**config.mk**
```make
export PLATFORM = sky130hd
export DESIGN_NAME = reg_sum_unit
export DESIGN_NICKNAME = d
export VERILOG_FILES = /design/src/rtl/reg_sum_unit.sv
export SDC_FILE = /design/constraint.sdc
export NUM_CORES = 1
export LEC_CHECK = 0
export CAP_MARGIN = 40
export CELL_PAD_IN_SITES_DETAIL_PLACEMENT = 2
export CELL_PAD_IN_SITES_GLOBAL_PLACEMENT = 2
export CORE_ASPECT_RATIO = 1.5
export CORE_MARGIN = 2
export CORE_UTILIZATION = 29
export DETAILED_ROUTE_END_ITERATION = 10
export PLACE_DENSITY = 0.73
export SLEW_MARGIN = 25
export SYNTH_ARGS = -nofsm -noshare
export SYNTH_HDL_FRONTEND = slang
export SYNTH_SLANG_ARGS = --single-unit
```
**constraint.sdc**
```tcl
create_clock -name clk -period 2.2 [get_ports clk]
set_clock_uncertainty 0.05 [all_clocks]
set_input_delay 0.55 -clock clk [delete_from_list [all_inputs] [get_ports clk]]
set_output_delay 0.55 -clock clk [all_outputs]
set_load 0.05 [all_outputs]
```
**src/rtl/reg_sum_unit.sv**
```systemverilog
// rtl/reg_sum_unit.sv - snapshot three host registers and sum them into a stable read-back result
//
// Ports:
//   clk, rst          system clock, synchronous active-high reset
//   i_reg1..i_reg3    operands A, B, C from the host-written registers
//   i_wr_stb          one-cycle pulse when a host register write completes
//   i_rd_busy         high while an SPI read is active; result is frozen
//   i_ovf_clr         one-cycle pulse clearing the sticky overflow flag
//   o_reg0            registered result for read-back register 0
//   o_valid           one-cycle pulse on the cycle o_reg0 updates
//   o_ovf             sticky overflow flag
//   o_busy            computation in flight or a strobe pending
module reg_sum_unit #(
    parameter int WIDTH    = 16,
    parameter bit SATURATE = 1'b0
) (
    input  logic             clk,
    input  logic             rst,
    input  logic [WIDTH-1:0] i_reg1,
    input  logic [WIDTH-1:0] i_reg2,
    input  logic [WIDTH-1:0] i_reg3,
    input  logic             i_wr_stb,
    input  logic             i_rd_busy,
    input  logic             i_ovf_clr,
    output logic [WIDTH-1:0] o_reg0,
    output logic             o_valid,
    output logic             o_ovf,
    output logic             o_busy
);

    typedef enum logic [1:0] {
        IDLE   = 2'd0,
        SUM1   = 2'd1,
        SUM2   = 2'd2,
        COMMIT = 2'd3
    } state_t;

    state_t           state_q, state_d;
    logic [WIDTH-1:0] a_q, a_d;
    logic [WIDTH-1:0] b_q, b_d;
    logic [WIDTH-1:0] c_q, c_d;
    logic [WIDTH:0]   p1_q, p1_d;
    logic [WIDTH+1:0] s_q, s_d;
    logic             pending_q, pending_d;
    logic [WIDTH-1:0] reg0_q, reg0_d;
    logic             valid_q, valid_d;
    logic             ovf_q, ovf_d;
    logic             sum_ovf;

    // Any carry out of the low WIDTH bits of the three-operand sum.
    assign sum_ovf = (s_q[WIDTH+1:WIDTH] != 2'b00);

    always_ff @(posedge clk) begin
        if (rst) begin
            state_q   <= IDLE;
            a_q       <= '0;
            b_q       <= '0;
            c_q       <= '0;
            p1_q      <= '0;
            s_q       <= '0;
            pending_q <= 1'b0;
            reg0_q    <= '0;
            valid_q   <= 1'b0;
            ovf_q     <= 1'b0;
        end else begin
            state_q   <= state_d;
            a_q       <= a_d;
            b_q       <= b_d;
            c_q       <= c_d;
            p1_q      <= p1_d;
            s_q       <= s_d;
            pending_q <= pending_d;
            reg0_q    <= reg0_d;
            valid_q   <= valid_d;
            ovf_q     <= ovf_d;
        end
    end

    always_comb begin
        state_d   = state_q;
        a_d       = a_q;
        b_d       = b_q;
        c_d       = c_q;
        p1_d      = p1_q;
        s_d       = s_q;
        pending_d = pending_q;
        reg0_d    = reg0_q;
        valid_d   = 1'b0;
        ovf_d     = ovf_q;

        // Clear first so that an overflowing commit below overrides it.
        if (i_ovf_clr) begin
            ovf_d = 1'b0;
        end

        case (state_q)
            IDLE: begin
                if (i_wr_stb) begin
                    a_d     = i_reg1;
                    b_d     = i_reg2;
                    c_d     = i_reg3;
                    state_d = SUM1;
                end
            end
            SUM1: begin
                p1_d    = {1'b0, a_q} + {1'b0, b_q};
                state_d = SUM2;
                if (i_wr_stb) begin
                    pending_d = 1'b1;
                end
            end
            SUM2: begin
                s_d     = {1'b0, p1_q} + {2'b00, c_q};
                state_d = COMMIT;
                if (i_wr_stb) begin
                    pending_d = 1'b1;
                end
            end
            COMMIT: begin
                if (i_rd_busy) begin
                    if (i_wr_stb) begin
                        pending_d = 1'b1;
                    end
                end else begin
                    reg0_d  = (SATURATE && sum_ovf) ? {WIDTH{1'b1}} : s_q[WIDTH-1:0];
                    valid_d = 1'b1;
                    if (sum_ovf) begin
                        ovf_d = 1'b1;
                    end
                    // A strobe landing on the exit edge is folded into the
                    // pending request so the restart needs no IDLE cycle.
                    if (pending_q || i_wr_stb) begin
                        a_d       = i_reg1;
                        b_d       = i_reg2;
                        c_d       = i_reg3;
                        pending_d = 1'b0;
                        state_d   = SUM1;
                    end else begin
                        state_d   = IDLE;
                    end
                end
            end
            default: begin
                state_d = IDLE;
            end
        endcase
    end

    assign o_reg0  = reg0_q;
    assign o_valid = valid_q;
    assign o_ovf   = ovf_q;
    assign o_busy  = (state_q != IDLE) | pending_q;

endmodule

```
; Yosys cells after proc, flatten, opt, wreduce, memory -nomap -nowiden
; Cells that the tools add are included.
[word_totals]
reg_bits = 104
latchBits = 0
ram_bits = 0
romBits = 0
inputBits = 53
output_inout_bits = 19
wordCells = 59
mem_count = 0
[op_classes]
addsub = 2
multipliers = 0
div = 0
n_lt_le_gt_ge = 0
eq_ne = 7
shifts = 0
mux = 25
bitwise = 3
reduce_logical = 12
[op_table]
columns = op, n
row1 = 16-bit 2-to-1 mux, 9
row2 = 16-bit case mux with 2 select lines, 3
row3 = 17-bit by 16-bit adder with 18-bit output, 1
row4 = 16-bit by 16-bit adder with 17-bit output, 1
row5 = 1-bit 2-to-1 mux, 9
row6 = 2-bit case mux with 4 select lines, 1
row7 = 2-bit nonzero test, 4
row8 = "2-bit != test, second input constant", 3
row9 = 2-bit AND reduction, 3
row10 = "2-bit == test, second input constant", 2
row11 = 2-bit 2-to-1 mux, 2
row12 = 4-bit AND reduction, 1
row13 = 2-bit OR reduction, 2
row14 = "3-bit != test, second input constant", 1
row15 = "2-bit by 1-bit == test with 1-bit output, second input constant", 1
row16 = 2-bit logical NOT, 1
row17 = 1-bit NOT, 2
row18 = 1-bit case mux with 2 select lines, 1
row19 = 1-bit logical OR, 1
row20 = 1-bit bitwise OR, 1

; Depth between registers and ports, before layout
; Gate-level depths: netlist of run 1.
[depth]
word_depth = 4
ltp_mapped = 10
mapped_depth_nobuf = 9

; Worst setup path before layout of run 1
; No wires, ideal clock.
[synth_path]
path_type = reg2reg
startpoint = register c_q[0]
endpoint = register s_q[16]
setup_ps = 63
arrival_time_ps = 2093
required_ps = 2087
slack_ps = -6
path_stages_with_launch = 10
path_buffers = 0
synth_period_minus_slack_ps = 2206
cell_sequence = dfxtp_1 -> ha_1 -> inv_1 -> fa_1 -> and2b_1 -> o31ai_4 -> a31oi_1 -> a221oi_1 -> a2111oi_0 -> nand3b_1
[synth_between]
elab_chain_len = 1
[synth_rtl]
columns = element, line
row1 = "start, declared", 41  ; logic [WIDTH-1:0] c_q, c_d;
row2 = "start signal, assigned", 58  ; c_q <= '0;
row3 = "start signal, assigned", 69  ; c_q <= c_d;
row4 = 17-bit by 16-bit adder with 18-bit output, 113  ; s_d = {1'b0, p1_q} + {2'b00, c_q};
row5 = "end signal, assigned", 60  ; s_q <= '0;
row6 = "end signal, assigned", 71  ; s_q <= s_d;
row7 = "end, declared", 43  ; logic [WIDTH+1:0] s_q, s_d;
; Every way passes these cells.
; A chain may end at the register's enable or synchronous reset.

; Worst setup path in the final report of run 1
[layout_path]
startpoint = register p1_q[0]
endpoint = register s_q[12]
[layout_between]
elab_chain_len = 1
[layout_rtl]
columns = element, line
row1 = "start, declared", 42  ; logic [WIDTH:0] p1_q, p1_d;
row2 = "start signal, assigned", 70  ; p1_q <= p1_d;
row3 = 17-bit by 16-bit adder with 18-bit output, 113
; Every way passes these cells.

==> impl_summary.log, run 1 <==
INFO  metric die_outline_height = 170 um
INFO  metric slew-limit-headroom = 66.5%
INFO  metric ctsRootBufferMaster = sky130_fd_sc_hd__clkbuf_16
INFO  metric cts_buffer_depth = 2
INFO  metric antenna_found_initial = 0
INFO  metric cpMaxStageDelayCell = sky130_fd_sc_hd__dfxtp_4
INFO  metric min_period_over_period = 100%
INFO  metric mostFrequentLayoutCells = 158 x sky130_fd_sc_hd__nand2_1, 100 x sky130_fd_sc_hd__dfxtp_1, 77 x sky130_fd_sc_hd__a21oi_1, 65 x sky130_fd_sc_hd__clkdlybuf4s50_1, 43 x sky130_fd_sc_hd__buf_4
INFO  metric critical_path.endpoint_type = register
INFO  metric power.switching = 2.64 mW
INFO  metric run_status = complete, but fails checks
INFO  metric internal_power = 4.18 mW
INFO  metric max_freq = 454 MHz
INFO  metric core_area = 0.0179 mm^2
INFO  metric insertedDiodeCount = 0
INFO  metric ios = 72
INFO  metric grt_max_degree = 49
INFO  metric asyncSetResetFlopFracSynth = 0%
INFO  metric delay_of_the_slowest_critical_path_stage = 0.36 ns
INFO  metric via_count = 4957
INFO  metric grt_first_pass_wirelength = 27300 um
INFO  metric cts_tree = built
INFO  metric hold_path_depth = 2
INFO  metric antenna_violating_nets_post_route = 0
INFO  metric drt_iter0_markers = 130
INFO  metric peakVddDrop = 332 uV
INFO  metric gpl.final_weighted_congestion = 0.867
INFO  metric leakage = 2.79 nW
INFO  metric seq_area_frac_synth = 39.2%
INFO  metric worstPathRequired = 2.39 ns
INFO  metric critical_path_peak_fanout = 3
INFO  metric hold-worst-slack = 0.410 ns
INFO  metric timing.rr.end = s_q[12]$_SDFFE_PP0N_
INFO  metric portBuffers = 71
INFO  metric timing.final.max_slew_violations = 0
INFO  metric dpl_cell_area = 0.00649 mm^2
INFO  metric synthesized_area = 0.00531 mm^2
INFO  metric critical_path.cell_chain = ha_4, inv_2, fa_2, and2b_2, o31ai_4, a31oi_4, buf_6, a31oi_4, xor2_1, o22ai_1
INFO  metric pwr-share-clk = 23.3%
INFO  metric detail_route.first_pass.iterations = 4
INFO  metric pwr_density_cell = 972 mW/mm^2
INFO  metric synth.distinct_cells = 62
INFO  metric clk_latency = 0.36 ns
INFO  metric comb_power_share = 40.8%
INFO  metric ctsHtreeMaxLevel = 3
INFO  metric final_setup_violations = 1
INFO  metric fp.dieArea = 0.0194 mm^2
INFO  metric commonest_non_fill_non_tap_cell_in_the_layout = sky130_fd_sc_hd__nand2_1
INFO  metric route.detailed.drc = 0
INFO  metric worstHoldStart = a_q[9]$_SDFFE_PP0P_
INFO  metric sequentialPowerShare = 35.9%
INFO  metric cell_area_after_layout = 0.00702 mm^2
INFO  metric synth_flop_cell = sky130_fd_sc_hd__dfxtp_1
INFO  metric critical-path-top-cell-by-count = sky130_fd_sc_hd__a31oi_4
INFO  metric nNetsFinal = 832
INFO  metric holdCritPathClass = reg2reg
INFO  metric reg2reg_depth = 10
INFO  metric violations = setup timing
INFO  metric ff2ff_setup_slack = -0.001 ns
INFO  metric setup_repair_after_global_routing_missed_its_margin = true
INFO  metric placementRows = 60
INFO  metric start_kind = register
INFO  metric gr-usage-all-layers = 17.7%
INFO  metric start_util = 29.6%
INFO  metric hold_end = a_q[9]$_SDFFE_PP0P_
INFO  metric power_switching_share = 38.7%
INFO  metric worstSetupPathType = reg2reg
INFO  metric synth_seq_cells = 104
INFO  metric clock-sinks = 104
INFO  metric cp_data_arrival_time = 2.39 ns
INFO  metric cts_inserted_buffers = 9
INFO  metric route.final.wire_length = 16900 um
INFO  metric finalCriticalPeriod = 2.20 ns
INFO  metric drive_above_1_share = 14.1%
INFO  metric final_util = 39.1%
INFO  metric dp.final_hpwl = 12500 um
INFO  metric avgRoutedWirePerCell = 17.6 um
INFO  metric final_hold_viol_count = 0
INFO  metric grt_pass1_vias = 5507
INFO  metric area.growth.synth_to_final = 32.1%
INFO  metric drv.max_cap_violation_count = 0
INFO  metric grt_overflow_total = 0
INFO  metric synth_nets = 743
INFO  metric die_w = 115 um
INFO  metric avgSynthCellArea = 8.16 um^2
INFO  metric cts_hold_repair.buffers = 0
INFO  metric report.power.total = 6.82 mW
INFO  metric worstReg2RegStart = p1_q[0]$_SDFFE_PP0N_
INFO  metric post_drt_via_cell_ratio = 5.15
INFO  metric setup_slack = -0.000971 ns
INFO  metric slew_at_the_pin_with_the_worst_max_slew_slack = 0.501 ns
INFO  metric synth-edff-count = 0
INFO  metric clk_pin_slew = 0.07 ns
INFO  metric syn_inst = 651
INFO  metric ys_warn_count = 0
==> layout make-up <==
class	instances	area, um^2
Tap cell	217	272
Timing Repair Buffer	113	1060
Sequential cell	104	2090
Multi-Input combinational cell	498	3260
Inverter	14	52.6
Fill cell	2027	10900
Clock buffer	10	239
Clock inverter	6	50.0
==> how the worst max path moves through the flow <==
stage                              start                    end  slack (ns)  cells past startpoint
floorplan            c_q[0]$_SDFFE_PP0P_   s_q[16]$_SDFFE_PP0N_        0.08                      9
global placement     a_q[0]$_SDFFE_PP0P_  p1_q[10]$_SDFFE_PP0N_       -0.04                      8
detailed placement  p1_q[0]$_SDFFE_PP0N_   s_q[16]$_SDFFE_PP0N_       -0.09                      9
CTS                 p1_q[0]$_SDFFE_PP0N_   s_q[12]$_SDFFE_PP0N_       -0.05                     10
global route        p1_q[0]$_SDFFE_PP0N_   s_q[16]$_SDFFE_PP0N_       -0.13                      9
finish              p1_q[0]$_SDFFE_PP0N_   s_q[12]$_SDFFE_PP0N_      -0.001                     10
==> kinds of logic after synthesis <==
kind of cell / Yosys count / synth area share (%)
XOR/XNOR: 18 / 2.97
multiplexers: 17 / 3.23
AO/OA/AOI/OAI: 170 / 20.2
adder cells (fa/ha/maj): 39 / 9.47
buffers and inverters: 49 / 3.65
AND/OR/NAND/NOR: 254 / 21.3
flip-flops: 104 / 39.2
==> timing repair <==
action / CTS / global route
pin swaps: 7 / 15
setup endpoints to repair: 10 / 16
gates cloned: 0 / 0
gates resized for setup: 20 / 33
buffers inserted: 1 / 1
==> per-stage QoR <==
step           setup TNS (ns)  instances  setup slack [ns]
6_report            -0.000971        962         -0.000971
5_1_grt                -0.583        962            -0.129
4_1_cts                -0.135        962           -0.0494
3_5_place_dp           -0.503        945           -0.0943
3_3_place_gp          -0.0390        945           -0.0390
2_1_floorplan               0        651            0.0789
==> power by group through the flow <==
| stage | Combinational, mW | Sequential, mW | Clock, mW |
|---|---|---|---|
| 3_5_place_dp | 2.68 | 2.47 | 0 |
| 5_1_grt | 3.10 | 2.49 | 1.71 |
| 2_1_floorplan | 1.71 | 2.39 | 0 |
| 6_report | 2.78 | 2.45 | 1.59 |
| 3_3_place_gp | 2.55 | 2.44 | 0 |
| 4_1_cts | 2.73 | 2.43 | 1.66 |
==> registers in the layout, indices dropped and copies added, names as in the netlist <==
| register | cells |
|---|---|
| o_valid | 1 |
| s_q | 18 |
| o_ovf | 1 |
| o_reg0 | 16 |
| state_q | 2 |
| a_q | 16 |
| pending_q | 1 |
| p1_q | 17 |
| b_q | 16 |
| c_q | 16 |
==> critical path, delay by kind of cell (launching register included) <==
family / cells / cell delay (ns)
compound gates: 4 / 0.71
flops: 1 / 0.36
fa+ha+maj: 2 / 0.34
simple gates: 1 / 0.24
buf+inv: 2 / 0.20
xor+xnor: 1 / 0.18
==> metal layers <==
| metal | share of wire, % | GRT usage, % | up-vias |
|---|---|---|---|
| met5 | 0 | 0 | - |
| met1 | 39 | 17.9 | 2424 |
| met2 | 57 | 35.5 | 63 |
| li1 | - | - | 2446 |
| met4 | 2.5 | 7.37 | 0 |
| met3 | 1.7 | 2.00 | 24 |
==> cells in the mapped netlist, types with 10 or more instances <==
cell                         n  area, um^2
sky130_fd_sc_hd__nand2_1   158         593
sky130_fd_sc_hd__dfxtp_1   104        2080
sky130_fd_sc_hd__a21oi_1    82         410
sky130_fd_sc_hd__ha_1       37         463
sky130_fd_sc_hd__nor2_1     30         113
sky130_fd_sc_hd__clkbuf_1   23        86.3
sky130_fd_sc_hd__o21ai_0    20         100
sky130_fd_sc_hd__mux2i_1    16         160
sky130_fd_sc_hd__a21o_1     14         105
sky130_fd_sc_hd__inv_1      14        52.6
sky130_fd_sc_hd__nand2b_1   10        62.6
sky130_fd_sc_hd__nand3_1    10        50.1
sky130_fd_sc_hd__xnor2_1    10        87.6
Note: power is estimated with default switching activity, not from simulation.
==> run 2: changes to the inputs <==
--- a/config.mk
+++ b/config.mk
@@ -5,12 +5,13 @@
 export SDC_FILE = /design/constraint.sdc
 export NUM_CORES = 1
 export LEC_CHECK = 0
+export ABC_AREA = 1
 export CAP_MARGIN = 40
 export CELL_PAD_IN_SITES_DETAIL_PLACEMENT = 2
 export CELL_PAD_IN_SITES_GLOBAL_PLACEMENT = 2
 export CORE_ASPECT_RATIO = 1.5
 export CORE_MARGIN = 2
-export CORE_UTILIZATION = 29
+export CORE_UTILIZATION = 27
 export DETAILED_ROUTE_END_ITERATION = 10
 export PLACE_DENSITY = 0.73
 export SLEW_MARGIN = 25
==> run 2 against run 1 <==
The flow now finishes without violations. Clock power about the same. Power rose by 33%. Die area grew 17%. Non-clock buffer count down 34. Global-route usage is 1.5 points lower. Register-to-register slack improved by 0.20 ns. Wire length increased by 0.78%. Count of clock-buffer cells in the layout unchanged. Synthesized cell count increased by 37%. Hold slack better by 0.015 ns. Fmax up 4.4%.
==> impl_summary.log, run 2 <==
INFO  metric route.detailed.drc = 0 (unchanged)
INFO  metric ctsHtreeMaxLevel = 3 (unchanged)
INFO  metric synth_most_common_cell = sky130_fd_sc_hd__nand2_1 (unchanged)
INFO  metric synthesized_area = 0.00582 mm^2 (was 0.00531 mm^2)
INFO  metric setup_repair_after_global_routing_missed_its_margin = false (was true)
INFO  metric commonest_non_fill_non_tap_cell_in_the_layout = sky130_fd_sc_hd__nand2_1 (unchanged)
INFO  metric timing.final.max_slew_violations = 0 (unchanged)
INFO  metric synth-edff-count = 0 (unchanged)
INFO  metric placed_cells = 1213 (was 945)
INFO  metric insertedDiodeCount = 0 (unchanged)
INFO  metric cts_tree = built (unchanged)
INFO  metric registers.top_by_ff_count = s_q (unchanged)
INFO  metric drt_iter0_markers = 187 (was 130)
INFO  metric nFillCells = 2570 (was 2027)
INFO  metric die_outline_height = 184 um (was 170 um)
INFO  metric detail_route.first_pass.iterations = 4 (unchanged)
INFO  metric synth_seq_cells = 104 (unchanged)
INFO  metric antenna_violating_nets_post_route = 0 (unchanged)
INFO  metric min_period_over_period = 95.8% (was 100%)
INFO  metric final_setup_violations = 0 (was 1)
INFO  metric critical_path.cell_chain = clkdlybuf4s50_1 (was ha_4, inv_2, fa_2, and2b_2, o31ai_4, a31oi_4, buf_6, a31oi_4, xor2_1, o22ai_1)
INFO  metric post_cts.resized_instances = 0 (was 20)
INFO  metric drive_above_1_share = 5.52% (was 14.1%)
INFO  metric grt_pass1_vias = 6108 (was 5507)
INFO  metric antenna_found_initial = 0 (unchanged)
INFO  metric seq_area_frac_synth = 35.8% (was 39.2%)
INFO  metric biggestRegsByFlops = s_q (18), p1_q (17) (unchanged)
INFO  metric pwr_density_cell = 1270 mW/mm^2 (was 972 mW/mm^2)
INFO  metric cp_top_family = buffers and inverters (was compound AO/OA/AOI/OAI gates)
INFO  metric final.setup.tns = 0 ns (was -0.000971 ns)
INFO  metric yosys-top-cells-area = sky130_fd_sc_hd__dfxtp_1 36%, sky130_fd_sc_hd__nand2_1 13%, sky130_fd_sc_hd__nor2_1 12% (was sky130_fd_sc_hd__dfxtp_1 39%, sky130_fd_sc_hd__nand2_1 11%, sky130_fd_sc_hd__ha_1 8.7%)
INFO  metric clock-sinks = 104 (unchanged)
INFO  metric avgSynthCellArea = 6.50 um^2 (was 8.16 um^2)
INFO  metric area.growth.synth_to_final = 22.3% (was 32.1%)
INFO  metric grt_overflow_total = 0 (unchanged)
INFO  metric cp_data_arrival_time = 1.51 ns (was 2.39 ns)
INFO  metric run_status = completed (was complete, but fails checks)
INFO  metric start_util = 27.6% (was 29.6%)
INFO  metric placementRows = 65 (was 60)
INFO  metric critical_path.endpoint_type = primary output (was register)
INFO  metric hold-worst-slack = 0.426 ns (was 0.410 ns)
INFO  metric cts_inserted_buffers = 9 (unchanged)
INFO  metric synth.top_cells.by_count = 198 x sky130_fd_sc_hd__nand2_1, 190 x sky130_fd_sc_hd__nor2_1, 129 x sky130_fd_sc_hd__inv_1, 104 x sky130_fd_sc_hd__dfxtp_1, 82 x sky130_fd_sc_hd__o21ai_0 (was 158 x sky130_fd_sc_hd__nand2_1, 104 x sky130_fd_sc_hd__dfxtp_1, 82 x sky130_fd_sc_hd__a21oi_1, 37 x sky130_fd_sc_hd__ha_1, 30 x sky130_fd_sc_hd__nor2_1)
INFO  metric gpl.final_weighted_congestion = 0.824 (was 0.867)
INFO  metric slew_at_the_pin_with_the_worst_max_slew_slack = 0.502 ns (was 0.501 ns)
INFO  metric drv.max_cap_violation_count = 0 (unchanged)
INFO  metric post_drt_via_cell_ratio = 4.60 (was 5.15)
INFO  metric portBuffers = 71 (unchanged)
INFO  metric holdCritPathClass = reg2reg (unchanged)
INFO  metric cpMaxStageDelayCell = sky130_fd_sc_hd__clkdlybuf4s50_1 (was sky130_fd_sc_hd__dfxtp_4)
INFO  metric synth_flop_cell = sky130_fd_sc_hd__dfxtp_1 (unchanged)
INFO  metric post-cts-setup-buffer-count = 0 (was 1)
INFO  metric ys_warn_count = 0 (unchanged)
INFO  metric synth.top_cell.area_share = 35.8% (was 39.2%)
INFO  metric leakage = 3.58 nW (was 2.79 nW)
INFO  metric final_hold_viol_count = 0 (unchanged)
INFO  metric grt_first_pass_wirelength = 29200 um (was 27300 um)
INFO  metric cts_buffer_depth = 2 (unchanged)
INFO  metric dp.final_hpwl = 13400 um (was 12500 um)
INFO  metric core_area = 0.0211 mm^2 (was 0.0179 mm^2)
INFO  metric peakVddDrop = 556 uV (was 332 uV)
INFO  metric finalCriticalPeriod = 2.11 ns (was 2.20 ns)
INFO  metric start_kind = register (unchanged)
INFO  metric gr-usage-all-layers = 16.2% (was 17.7%)
INFO  metric slew-limit-headroom = 66.4% (was 66.5%)
INFO  metric clk_pin_slew = 0.08 ns (was 0.07 ns)
INFO  metric critPathBufInv = 1 (was 2)
INFO  metric ff2ff_setup_slack = 0.20 ns (was -0.001 ns)
INFO  metric avgRoutedWirePerCell = 13.9 um (was 17.6 um)
INFO  metric ios = 72 (unchanged)
INFO  metric route.final.wire_length = 17000 um (was 16900 um)
INFO  metric worstSetupPathType = reg2out (was reg2reg)
INFO  metric delay_of_the_slowest_critical_path_stage = 0.81 ns (was 0.36 ns)
INFO  metric clk_latency = 0.36 ns (about the same)
INFO  metric via_count = 5651 (was 4957)
INFO  metric mostFrequentLayoutCells = 197 x sky130_fd_sc_hd__nand2_1, 190 x sky130_fd_sc_hd__nor2_1, 126 x sky130_fd_sc_hd__inv_1, 103 x sky130_fd_sc_hd__dfxtp_1, 82 x sky130_fd_sc_hd__o21ai_0 (was 158 x sky130_fd_sc_hd__nand2_1, 100 x sky130_fd_sc_hd__dfxtp_1, 77 x sky130_fd_sc_hd__a21oi_1, 65 x sky130_fd_sc_hd__clkdlybuf4s50_1, 43 x sky130_fd_sc_hd__buf_4)
INFO  metric synth_nets = 987 (was 743)
INFO  metric synth_area_leader_cell = sky130_fd_sc_hd__dfxtp_1 (unchanged)
INFO  metric die_w = 124 um (was 115 um)
INFO  metric asyncSetResetFlopFracSynth = 0% (unchanged)
INFO  metric syn_inst = 895 (was 651)
INFO  metric synth.distinct_cells = 31 (was 62)
INFO  metric cts_hold_repair.buffers = 0 (unchanged)
INFO  metric max_freq = 474 MHz (was 454 MHz)
INFO  metric report.power.total = 9.04 mW (was 6.82 mW)
INFO  metric instances_no_fill = 1229 (was 962)
INFO  metric critical_path_peak_fanout = 2 (was 3)
INFO  metric nNetsFinal = 1048 (was 832)
INFO  metric ctsRootBufferMaster = sky130_fd_sc_hd__clkbuf_16 (unchanged)
INFO  metric largest_reg_flops = 18 (unchanged)
INFO  metric worstPathRequired = 1.60 ns (was 2.39 ns)
INFO  metric grt_max_degree = 52 (was 49)
INFO  metric fp.dieArea = 0.0228 mm^2 (was 0.0194 mm^2)
[run 2: changes by cell type after synthesis, moves of 7 or more]
cell                       delta
sky130_fd_sc_hd__a21oi_1     -58
sky130_fd_sc_hd__o21ai_0     +62
sky130_fd_sc_hd__nor2_1     +160
sky130_fd_sc_hd__nor2_2      +13
sky130_fd_sc_hd__nand2_1     +40
sky130_fd_sc_hd__inv_1      +115
sky130_fd_sc_hd__a21o_1      -14
sky130_fd_sc_hd__nand2b_1    -10
sky130_fd_sc_hd__nand3_1     +35
sky130_fd_sc_hd__mux2i_1     -16
sky130_fd_sc_hd__o22ai_1      -7
sky130_fd_sc_hd__clkbuf_1    -10
[run 2: layer usage]
| layer | global-route usage [%] | wire length (um) | vias up |
|---|---|---|---|
| li1 | - | - | 2888 |
| met1 | 16.9 | 6730 | 2681 |
| met2 | 31.8 | 9600 | 65 |
| met3 | 2.08 | 299 | 17 |
| met4 | 6.09 | 413 | 0 |
| met5 | 0 | 0 | - |
[run 2: cells by family (layout without fill, tap and decap cells)]
logic type	Yosys count	in the layout	synth area share, %
buffers and inverters	161	227	11.4
adder cells (fa/ha/maj)	39	39	8.65
XOR/XNOR	9	9	1.36
AO/OA/AOI/OAI	117	117	10.5
flip-flops	104	104	35.8
AND/OR/NAND/NOR	465	465	32.3
[run 2: per-stage QoR]
step / setup WS [ns] / area [um^2] / utilization [%]
2_1_floorplan: 0.487 / 5820 / -
3_3_place_gp: 0.164 / 6810 / 32.3
3_5_place_dp: 0.0943 / 6810 / 32.3
4_1_cts: 0.0296 / 7100 / 33.7
5_1_grt: 0.000671 / 7110 / 33.8
6_report: 0.0916 / 7110 / 33.8
[run 2: cell type report]
| type | instances | area [um^2] | area share, % |
|---|---|---|---|
| multi-input cells | 630 | 3080 | 43.3 |
| clock inverters | 6 | 51.3 | 0.721 |
| inverters | 132 | 495 | 6.97 |
| well taps | 268 | 335 | 4.72 |
| flip-flops and latches | 104 | 2080 | 29.3 |
| clock buffers | 10 | 239 | 3.36 |
| repair buffers | 79 | 831 | 11.7 |
[run 2: final timing paths]
check | startpoint | end | cells after the start
hold / removal | o_ovf$_SDFF_PP0_ | o_ovf$_SDFF_PP0_ | 2
hold reg to reg | o_ovf$_SDFF_PP0_ | o_ovf$_SDFF_PP0_ | 2
setup / recovery | o_reg0[0]$_SDFFE_PP0P_ | o_reg0[0] | 1
setup reg to reg | p1_q[0]$_SDFFE_PP0N_ | s_q[12]$_SDFFE_PP0N_ | 13
[run 2: power by group]
| group | internal (mW) | switching [mW] |
|---|---|---|
| Combinational | 1.65 | 2.84 |
| Clock | 0.818 | 0.776 |
| Sequential | 2.55 | 0.417 |
| Total | 5.01 | 4.03 |
